## src/rtl/fix_msg_builder.sv

```systemverilog
// FIX 4.2 session message serializer: streams logon/logout/heartbeat/business frames as ASCII.
// Optional build macro FIX_SEQ_RESET_EN adds seq_reset_i to reload MsgSeqNum while idle.
module fix_msg_builder #(
    parameter int unsigned HB_INT   = 30,
    parameter int unsigned SEQ_INIT = 1
) (
    input  logic        clk,
    input  logic        rst,
    input  logic        initiate_msg_i,
    input  logic [2:0]  create_message_i,
`ifdef FIX_SEQ_RESET_EN
    input  logic        seq_reset_i,
`endif
    output logic [7:0]  tx_data_o,
    output logic        tx_valid_o,
    input  logic        tx_ready_i,
    output logic        tx_last_o,
    output logic        message_created_o,
    output logic        busy_o,
    output logic        bad_type_o,
    output logic [31:0] seq_num_o
);

    function automatic logic [31:0] to_bcd(input int unsigned v);
        logic [31:0] r;
        int unsigned x;
        r = '0;
        x = v;
        for (int k = 0; k < 8; k++) begin
            r[4*k +: 4] = 4'(x % 10);
            x = x / 10;
        end
        return r;
    endfunction

    function automatic logic [31:0] bcd_inc(input logic [31:0] v);
        logic [31:0] r;
        logic        carry;
        r     = v;
        carry = 1'b1;
        for (int k = 0; k < 8; k++) begin
            if (carry) begin
                if (r[4*k +: 4] == 4'd9) begin
                    r[4*k +: 4] = 4'd0;
                end else begin
                    r[4*k +: 4] = r[4*k +: 4] + 4'd1;
                    carry       = 1'b0;
                end
            end
        end
        return r;
    endfunction

    function automatic logic code_ok(input logic [2:0] c);
        return (c == 3'b001) || (c == 3'b100) || (c == 3'b010) || (c == 3'b111);
    endfunction

    localparam logic [31:0] SEQ_INIT_BCD = to_bcd(SEQ_INIT);
    localparam logic [7:0]  HB_D2 = 8'(32'h30 + (HB_INT / 100) % 10);
    localparam logic [7:0]  HB_D1 = 8'(32'h30 + (HB_INT / 10) % 10);
    localparam logic [7:0]  HB_D0 = 8'(32'h30 + HB_INT % 10);

    // Fixed text of the 41 pre-checksum bytes; variable fields are overlaid below.
    localparam logic [8*41-1:0] TMPL = {"8=FIX.4.2", 8'h01, "9=000", 8'h01, "35=0", 8'h01,
                                        "34=00000000", 8'h01, "108=000", 8'h01};

    typedef enum logic [2:0] {StIdle, StLoad, StHdr, StBody, StConv, StTrl, StDone} state_t;

    state_t      state;
    logic [2:0]  msg_type;
    logic [5:0]  idx;
    logic [7:0]  csum;
    logic [7:0]  rem;
    logic [1:0]  hund;
    logic [3:0]  tens;

    logic        logon;
    logic [5:0]  last_idx;
    logic [5:0]  sel_idx;
    logic [5:0]  rev_idx;
    logic [7:0]  type_char;
    logic [7:0]  gen_byte;
    logic [7:0]  trl_byte;

    assign logon    = (msg_type == 3'b001);
    assign last_idx = logon ? 6'd40 : 6'd32;

    always_comb begin
        type_char = "0";
        case (msg_type)
            3'b001:  type_char = "A";
            3'b100:  type_char = "5";
            3'b111:  type_char = "D";
            default: type_char = "0";
        endcase
    end

    // Byte for the index about to be presented (0 while loading, idx+1 after a handshake).
    always_comb begin
        sel_idx = (state == StLoad) ? 6'd0 : idx + 6'd1;
        if (sel_idx > 6'd40) sel_idx = 6'd40;
        rev_idx  = 6'd40 - sel_idx;
        gen_byte = TMPL[{rev_idx, 3'b000} +: 8];
        case (sel_idx)
            6'd13:   gen_byte = logon ? "2" : "1";
            6'd14:   gen_byte = logon ? "5" : "7";
            6'd19:   gen_byte = type_char;
            6'd37:   gen_byte = HB_D2;
            6'd38:   gen_byte = HB_D1;
            6'd39:   gen_byte = HB_D0;
            default: ;
        endcase
        for (int k = 0; k < 8; k++) begin
            if (sel_idx == 6'(24 + k)) gen_byte = {4'h3, seq_num_o[4*(7-k) +: 4]};
        end
    end

    always_comb begin
        case (idx)
            6'd0:    trl_byte = "0";
            6'd1:    trl_byte = "=";
            6'd2:    trl_byte = {4'h3, 2'b00, hund};
            6'd3:    trl_byte = {4'h3, tens};
            6'd4:    trl_byte = {4'h3, rem[3:0]};
            default: trl_byte = 8'h01;
        endcase
    end

    always_ff @(posedge clk or posedge rst) begin
        if (rst) begin
            state             <= StIdle;
            msg_type          <= 3'b000;
            idx               <= 6'd0;
            csum              <= 8'd0;
            rem               <= 8'd0;
            hund              <= 2'd0;
            tens              <= 4'd0;
            tx_data_o         <= 8'd0;
            tx_valid_o        <= 1'b0;
            tx_last_o         <= 1'b0;
            message_created_o <= 1'b0;
            busy_o            <= 1'b0;
            bad_type_o        <= 1'b0;
            seq_num_o         <= SEQ_INIT_BCD;
        end else begin
            message_created_o <= 1'b0;
            bad_type_o        <= 1'b0;
            unique case (state)
                StIdle: begin
`ifdef FIX_SEQ_RESET_EN
                    if (seq_reset_i) seq_num_o <= SEQ_INIT_BCD;
`endif
                    if (initiate_msg_i) begin
                        if (code_ok(create_message_i)) begin
                            msg_type <= create_message_i;
                            busy_o   <= 1'b1;
                            state    <= StLoad;
                        end else begin
                            bad_type_o <= 1'b1;
                        end
                    end
                end
                StLoad: begin
                    csum       <= 8'd0;
                    idx        <= 6'd0;
                    tx_data_o  <= gen_byte;
                    tx_valid_o <= 1'b1;
                    state      <= StHdr;
                end
                StHdr, StBody: begin
                    if (tx_ready_i) begin
                        csum <= csum + tx_data_o;
                        if (idx == last_idx) begin
                            tx_valid_o <= 1'b0;
                            rem        <= csum + tx_data_o;
                            hund       <= 2'd0;
                            tens       <= 4'd0;
                            state      <= StConv;
                        end else begin
                            idx       <= idx + 6'd1;
                            tx_data_o <= gen_byte;
                            if (idx == 6'd20) state <= StBody;
                        end
                    end
                end
                StConv: begin
                    if (rem >= 8'd100) begin
                        rem  <= rem - 8'd100;
                        hund <= hund + 2'd1;
                    end else if (rem >= 8'd10) begin
                        rem  <= rem - 8'd10;
                        tens <= tens + 4'd1;
                    end else begin
                        idx        <= 6'd0;
                        tx_data_o  <= "1";
                        tx_valid_o <= 1'b1;
                        state      <= StTrl;
                    end
                end
                StTrl: begin
                    if (tx_ready_i) begin
                        if (idx == 6'd6) begin
                            tx_valid_o        <= 1'b0;
                            tx_last_o         <= 1'b0;
                            message_created_o <= 1'b1;
                            busy_o            <= 1'b0;
                            seq_num_o         <= bcd_inc(seq_num_o);
                            state             <= StDone;
                        end else begin
                            idx       <= idx + 6'd1;
                            tx_data_o <= trl_byte;
                            if (idx == 6'd5) tx_last_o <= 1'b1;
                        end
                    end
                end
                StDone: state <= StIdle;
                default: state <= StIdle;
            endcase
        end
    end

endmodule

```

## config.mk

```make
export PLATFORM = sky130hd
export DESIGN_NAME = fix_msg_builder
export DESIGN_NICKNAME = d
export VERILOG_FILES = /design/src/rtl/fix_msg_builder.sv
export SDC_FILE = /design/constraint.sdc
export NUM_CORES = 1
export LEC_CHECK = 0
export CORE_UTILIZATION = 40
export DETAILED_ROUTE_END_ITERATION = 8
export PLACE_DENSITY = 0.66
export SYNTH_ARGS = -nofsm -noshare
export SYNTH_HDL_FRONTEND = slang
export SYNTH_SLANG_ARGS = --single-unit
```

## constraint.sdc

```tcl
create_clock -name clk -period 5.7 [get_ports clk]
set_input_delay 0.57 -clock clk [delete_from_list [all_inputs] [get_ports clk]]
set_output_delay 0.57 -clock clk [all_outputs]
set_load 0.01 [all_outputs]
```

==> metrics.cfg, run 1 <==
[critical_path]
worst_ep_required_time_ps=5930
worstSetupPathType=flip-flop to flip-flop
cp_max_fo=17
worstPathArrival_ps=5480
cp-start-kind=flip-flop
worst_setup_path_end_kind=flip-flop

[drt]
top_layer_used=met4
ant_nets=0
avgViaCountPerCell=5.886
wirelength_um=18290
drt_iter0_markers=457
drcViolationCount=0
dr.pass1.iters=5
wl_met2_um=8150
post_drt_wl_per_cell_um=17.89
vias=6015
dr_wl_met3_um=897
wl_met1_um=8815

[grt]
grt_pass1_vias=5572
overflow=0
antenna_found_initial=0
grt_pass1_wl_um=29840
grtUsageTotal_pct=23.01
grt_max_degree=79

[logic_synthesis]
ys_warn_count=0
synth_nets=811
synthCells=776
synth.top_cell.area_share_pct=30.17
synth-edff-count=0
postSynthAreaPerCell_um2=8.230
seq_area_frac_synth_pct=30.58
yosysTopAreaCell=dfrtp_1
async_reset_ff_share_pct=100.0
syn_area_mm2=0.006386
synth_ff_type=dfrtp_1
synth_area_leaders=dfrtp_1, o21ai_0, ha_1, nand2_1, a21oi_1
ys_ff_latch=78
ys_types=96

[cts]
path_clk_slew_ps=60
cts_resized=0
cts_tree=built
clock_path_buffers=2
cts_hold_buf=0
cts_setup_buffers=0
clk_latency_ps=350
cts_num_sinks=78
cts_made_buffers=9
htree_levels=3
root_buffer=clkbuf_16

[floorplan]
ioPinCount=52
die-area_mm2=0.01648
core-area_mm2=0.01537
core.rowCount=45
start_util_pct=41.55
die_h_um=128.4
die_w_um=128.4

[power_and_ir_drop]
clockPowerShare_pct=17.4
combPwrFrac_pct=59.6
peakVddDrop_mv=0.2292
power_density_mw_per_mm2=458.0
power_mw=3.342
power_frac_seq_pct=23.1
switching_share_pct=47.42
p_leak_nw=3.073
power_switching_mw=1.585
p_int_mw=1.757

[job]
maxCapViolCount=0

[place]
routabilityCongestion=0.9302
dpl_cell_area_mm2=0.007007
port-buffer-count=50
dp_hpwl_um=13230

[final_layout]
multi_input_area_mm2=0.004078
layout-drive-gt1-share_pct=8.385
diodes=0
fin_area_mm2=0.007298
nFillCells=1535
regArea_mm2=0.001953
syn_to_final_growth_pct=14.28
nNetsFinal=841

[timing]
relSlewSlack_pct=32.87
setup_viol=0
fin_crit_ps=5246
finClkSkew_ps=7.725
fin_crit_sh_pct=92.04
rsz0062_at_grt=false
max_freq_mhz=190.6
tightestPinTransition_ps=1007
finalHoldViolCount=0
drv_slew=0
tns_ps=0

[run_status]
status=finished clean

[worst_hold_path]
min_path_type=flip-flop to flip-flop

-- kinds of logic (layout without fill, tap and decap cells) --
family / after synthesis / count (layout) / synth area share [%]
compound gates: 244 / 244 / 26.00
xor+xnor: 36 / 36 / 5.055
fa+ha+maj: 28 / 28 / 5.603
buf+inv: 77 / 112 / 5.564
flops: 78 / 78 / 30.58
mux: 16 / 16 / 2.723
other cells: 1 / 1 / 0.05872
simple gates: 296 / 296 / 24.41
-- worst paths after layout --
kind	slack, ps	endpoint	cells past startpoint	from
min in group asynchronous	830	seq_num_o[4]$_DFFE_PP0P_	3	rst
hold reg to reg	510	csum[0]$_DFFE_PP0P_	1	csum[0]$_DFFE_PP0P_
hold / removal	510	csum[0]$_DFFE_PP0P_	1	csum[0]$_DFFE_PP0P_
max in group asynchronous	4190	idx[2]$_DFFE_PP0P_	3	rst
setup / recovery	450	tx_data_o[0]$_DFFE_PP0P_	19	idx[1]$_DFFE_PP0P_
setup reg to reg	450	tx_data_o[0]$_DFFE_PP0P_	19	idx[1]$_DFFE_PP0P_
-- stage by stage --
| step | hold slack (ps) | utilization [%] | std cells | setup WS (ps) |
|---|---|---|---|---|
| floorplan | 469.8 | - | 776 | 1342 |
| global placement | 490.5 | 45.58 | 1006 | 739.2 |
| detailed placement | 492.7 | 45.58 | 1006 | 602.9 |
| CTS | 509.8 | 47.48 | 1022 | 584.2 |
| global route | 522.4 | 47.48 | 1022 | 53.72 |
| finish | 506.9 | 47.48 | 1022 | 453.8 |
-- power by group through the flow --
stage	Combinational (mW)	Sequential, mW	Clock (mW)
after floorplan	1.46	0.738	0
after global placement	1.94	0.777	0
after detailed placement	1.94	0.780	0
after CTS	1.95	0.770	0.593
after global routing	2.18	0.784	0.612
final	1.99	0.772	0.580
-- area by class of cell --
class / instances / area share [%]
clock buffer: 11 / 3.189
clock inverter: 5 / 0.8058
multi-input combinational: 621 / 55.87
inverter: 36 / 1.869
tap: 211 / 3.617
sequential: 78 / 26.76
timing repair buffer: 60 / 7.886
-- metal layers --
layer,vias up,global-route usage (%)
li1,2892,-
met1,2886,32.12
met2,211,35.93
met3,26,3.701
met4,0,8.304
met5,-,0
-- Yosys cell counts (4+ instances only) --
| cell | number |
|---|---|
| xnor2_1 | 24 |
| a22o_1 | 13 |
| a221oi_1 | 5 |
| nand3b_1 | 4 |
| a21oi_1 | 58 |
| nor2b_1 | 16 |
| and3_1 | 7 |
| o22ai_1 | 4 |
| a31oi_1 | 13 |
| nor3b_1 | 7 |
| nor4_1 | 5 |
| dfrtp_1 | 77 |
| nand2b_1 | 14 |
| ha_1 | 27 |
| a21o_1 | 5 |
| xor2_1 | 11 |
| nor2_1 | 58 |
| o31ai_1 | 6 |
| o221ai_1 | 5 |
| or3_1 | 4 |
| nand4_1 | 6 |
| clkbuf_1 | 15 |
| inv_1 | 34 |
| a22oi_1 | 4 |
| nor3_1 | 15 |
| mux2i_1 | 5 |
| a211oi_1 | 8 |
| and3b_1 | 4 |
| buf_4 | 8 |
| nand3_1 | 27 |
| and2_1 | 9 |
| o211ai_1 | 8 |
| nand2_1 | 85 |
| mux2_2 | 11 |
| buf_2 | 14 |
| o21ai_0 | 68 |
-- critical path, stage by stage (launching register included) --
cell and delay [ps]:
dfrtp_1 680, inv_1 160, ha_1 440, or4_1 580
nand4_1 170, a31oi_1 180, nand2_1 130, nand2_1 60
nor2_1 270, inv_1 170, ha_1 250, ha_1 510
clkinv_1 330, a22o_1 320, a32oi_1 230, a311oi_1 90
a21oi_1 140, nor4_1 60, a311oi_1 270, o21ai_1 100
-- placed cells by master (no fill, tap or decap), types with 5 or more instances in the layout --
| master | instances |
|---|---|
| clkbuf_16 | 9 |
| and3_1 | 7 |
| nor3_1 | 15 |
| nor2_1 | 58 |
| dfrtp_1 | 77 |
| xnor2_1 | 24 |
| nor3b_1 | 7 |
| nor2b_1 | 16 |
| o211ai_1 | 8 |
| clkdlybuf4s50_1 | 50 |
| a211oi_1 | 8 |
| xor2_1 | 11 |
| nand4_1 | 6 |
| inv_1 | 33 |
| o31ai_1 | 6 |
| o21ai_0 | 68 |
| a21oi_1 | 58 |
| and2_1 | 9 |
| a31oi_1 | 13 |
| nand2b_1 | 14 |
| a22o_1 | 13 |
| nor4_1 | 5 |
| mux2i_1 | 5 |
| a21o_1 | 5 |
| nand3_1 | 27 |
| nand2_1 | 85 |
| buf_4 | 10 |
| a221oi_1 | 5 |
| mux2_2 | 11 |
| o221ai_1 | 5 |
| ha_1 | 27 |
-- registers in the layout, summed over array words and instances (netlist names), 2 cells and up --
signal     flops
idx            6
tens           4
msg_type       3
rem            8
tx_data_o      7
state          3
seq_num_o     32
hund           2
csum           8
Power figures use the tool's default switching activity.
==> run 2, diff against run 1 <==
--- a/config.mk
+++ b/config.mk
@@ -5,6 +5,7 @@
 export SDC_FILE = /design/constraint.sdc
 export NUM_CORES = 1
 export LEC_CHECK = 0
+export CORE_MARGIN = 4
 export CORE_UTILIZATION = 40
 export DETAILED_ROUTE_END_ITERATION = 8
 export PLACE_DENSITY = 0.66
==> run 2 against run 1 <==
Design area rose by 0.22%. Clock skew decreased by 1.6 ps. Routed wire length rose by 0.66%. Combinational power hardly changed. Via count is 0.52% higher. Register-to-register slack improved by 150 ps. Critical path depth did not move. Final cell count did not move. Non-clock buffer count stayed put. Sequential share of layout area hardly changed.
==> metrics.cfg, run 2 (same netlist as run 1, synthesis figures left out) <==
[run_status]
status=finished clean

[final_layout]
largest_register_ffs=32  ; unchanged
layout_commonest_cell=nand2_1
top_register=seq_num_o
fin_area_mm2=0.007315  ; +0.22%
nFillCells=1557  ; +1.4%
layout-drive-gt1-share_pct=8.755  ; +0.37 points
final_cell_mix=nand2_1, dfrtp_1, o21ai_0
diodes=0  ; unchanged
reg.largest.list=seq_num_o: 32 flops, csum: 8 flops, rem: 8 flops
post-route-util_pct=47.41  ; -0.068 points
syn_to_final_growth_pct=14.54
stdcell_count=1022  ; unchanged
nNetsFinal=841  ; unchanged

[critical_path]
worstPathArrival_ps=5320  ; -160 ps
crit_path_max_incr_delay_ps=580  ; -100 ps
worstSetupPathType=flip-flop to flip-flop
crit_family=compound AO/OA/AOI/OAI gates
cp_max_fo=17  ; unchanged
worst_setup_path_end_kind=flip-flop
slowest_stage=or4_1
critPathBufInv=3  ; unchanged
worst_ep_required_time_ps=5920  ; about the same
path_cells=inv_1, ha_1, or4_1, nand4_1, a31oi_1, nand2_1, nand2_1, nor2_1, inv_1, ha_1, ha_1, clkinv_1, a22o_1, a32oi_1, a311oi_1, a21oi_1, nor4_1, a311oi_1, o21ai_1
crit_top_cell=ha_1
cp-start-kind=flip-flop

[timing]
tns_ps=0  ; unchanged
finalHoldViolCount=0  ; unchanged
max_freq_mhz=196.2  ; +2.9%
fin_crit_ps=5098  ; -148.2 ps
finalWorstSetupSlack_ps=602.0  ; +148.2 ps
relSlewSlack_pct=33.09  ; +0.22 points
setup_viol=0  ; unchanged
tightestPinTransition_ps=1004  ; -3.363 ps
fin_crit_sh_pct=89.44  ; -2.6 points
drv_slew=0  ; unchanged
holdWs_ps=511.6  ; +4.705 ps
rsz0062_at_grt=false
finClkSkew_ps=6.160  ; -1.565 ps

[cts]
cts_made_buffers=9  ; unchanged
cts_setup_buffers=0  ; unchanged
root_buffer=clkbuf_16
cts_num_sinks=78  ; unchanged
cts_resized=0  ; unchanged
cts_tree=built
cts_hold_buf=0  ; unchanged
htree_levels=3  ; unchanged
clk_latency_ps=350  ; about the same
path_clk_slew_ps=60  ; about the same
clock_path_buffers=2  ; unchanged

[power_and_ir_drop]
power_mw=3.369  ; +0.78%
power_density_mw_per_mm2=460.5  ; +0.56%
p_leak_nw=3.081  ; +0.26%
peakVddDrop_mv=0.1970  ; -14%

[floorplan]
core.rowCount=45  ; unchanged
start_util_pct=41.39  ; -0.15 points
die_h_um=134.4  ; +4.7%
die_w_um=134.4  ; +4.7%
ioPinCount=52  ; unchanged
die-area_mm2=0.01805  ; +9.6%
core-area_mm2=0.01543  ; +0.37%

[grt]
grt_pass1_wl_um=30370  ; +1.8%
grt_pass1_vias=5702  ; +2.3%
grt_max_degree=79  ; unchanged
overflow=0  ; unchanged
antenna_found_initial=0  ; unchanged
grtUsageTotal_pct=20.43  ; -2.6 points

[drt]
post_drt_wl_per_cell_um=18.01  ; +0.66%
drt_iter0_markers=613  ; +34%
wirelength_um=18410  ; +0.66%
ant_nets=0  ; unchanged
avgViaCountPerCell=5.916  ; +0.52%
drcViolationCount=0  ; unchanged
dr.pass1.iters=5  ; unchanged
vias=6046  ; +0.52%

[worst_hold_path]
min_path_type=flip-flop to flip-flop

[place]
dpl_cell_area_mm2=0.007007  ; unchanged
dp_worst_setup_slack_ps=600.4  ; -2.427 ps
dp_cells=1006  ; unchanged
routabilityCongestion=0.9338  ; +0.39%
port-buffer-count=50  ; unchanged
dp_hpwl_um=13380  ; +1.1%

[job]
maxCapViolCount=0  ; unchanged

[run 2: changes by cell type in the layout (fill, tap and decap cells not counted), sizes merged]
cell    delta
inv        +1
clkbuf     -1
[run 2: path summary, 6_finish.rpt]
check                      slack [ps]                       end                start  depth (start not counted)
min in group asynchronous         850  seq_num_o[5]$_DFFE_PP0P_                  rst                          3
max in group asynchronous        4130        idx[1]$_DFFE_PP0P_                  rst                          3
setup reg to reg                  600  tx_data_o[0]$_DFFE_PP0P_   idx[1]$_DFFE_PP0P_                         19
setup / recovery                  600  tx_data_o[0]$_DFFE_PP0P_   idx[1]$_DFFE_PP0P_                         19
hold / removal                    510       csum[2]$_DFFE_PP0P_  csum[2]$_DFFE_PP0P_                          1
hold reg to reg                   510       csum[2]$_DFFE_PP0P_  csum[2]$_DFFE_PP0P_                          1
[run 2: worst reg2reg max path: cells and delay by family, from the launching register on]
family                   cells  cell delay (ps)
AO/OA/AOI/OAI                7             1400
adder cells (fa/ha/maj)      3             1160
buffers and inverters        3              610
flip-flops                   1              540
AND/OR/NAND/NOR              6             1270
[run 2: routing by layer]
| layer | share of wire [%] | vias to the layer above | GRT usage (%) |
|---|---|---|---|
| met5 | 0 | - | 0 |
| met4 | 2.7 | 0 | 6.674 |
| met3 | 5.5 | 49 | 3.788 |
| met2 | 44 | 234 | 30.92 |
| met1 | 48 | 2877 | 29.43 |
| li1 | - | 2886 | - |
[run 2: final cells by class]
| class | instances | area [µm²] | area share [%] |
|---|---|---|---|
| flip-flops and latches | 78 | 1954 | 26.72 |
| repair buffers | 60 | 575.6 | 7.869 |
| clock inverters | 6 | 67.56 | 0.9237 |
| inverters | 36 | 136.4 | 1.865 |
| clock buffers | 10 | 239.0 | 3.267 |
| well taps | 211 | 264.0 | 3.609 |
| multi-input cells | 621 | 4078 | 55.75 |
[run 2: power breakdown]
| part | internal (mW) | switching (mW) | leakage [nW] |
|---|---|---|---|
| clock network | 0.354 | 0.251 | 0.145 |
| logic | 0.774 | 1.21 | 1.96 |
| registers | 0.644 | 0.134 | 0.976 |
| total | 1.77 | 1.60 | 3.08 |
==> run 3, diff against run 2 <==
--- a/config.mk
+++ b/config.mk
@@ -5,8 +5,8 @@
 export SDC_FILE = /design/constraint.sdc
 export NUM_CORES = 1
 export LEC_CHECK = 0
-export CORE_MARGIN = 4
 export CORE_UTILIZATION = 40
+export CTS_CLUSTER_SIZE = 20
 export DETAILED_ROUTE_END_ITERATION = 8
 export PLACE_DENSITY = 0.66
 export SYNTH_ARGS = -nofsm -noshare
==> results of run 3 <==
The final DEF is identical to that of run 1; final timing and power are the same.
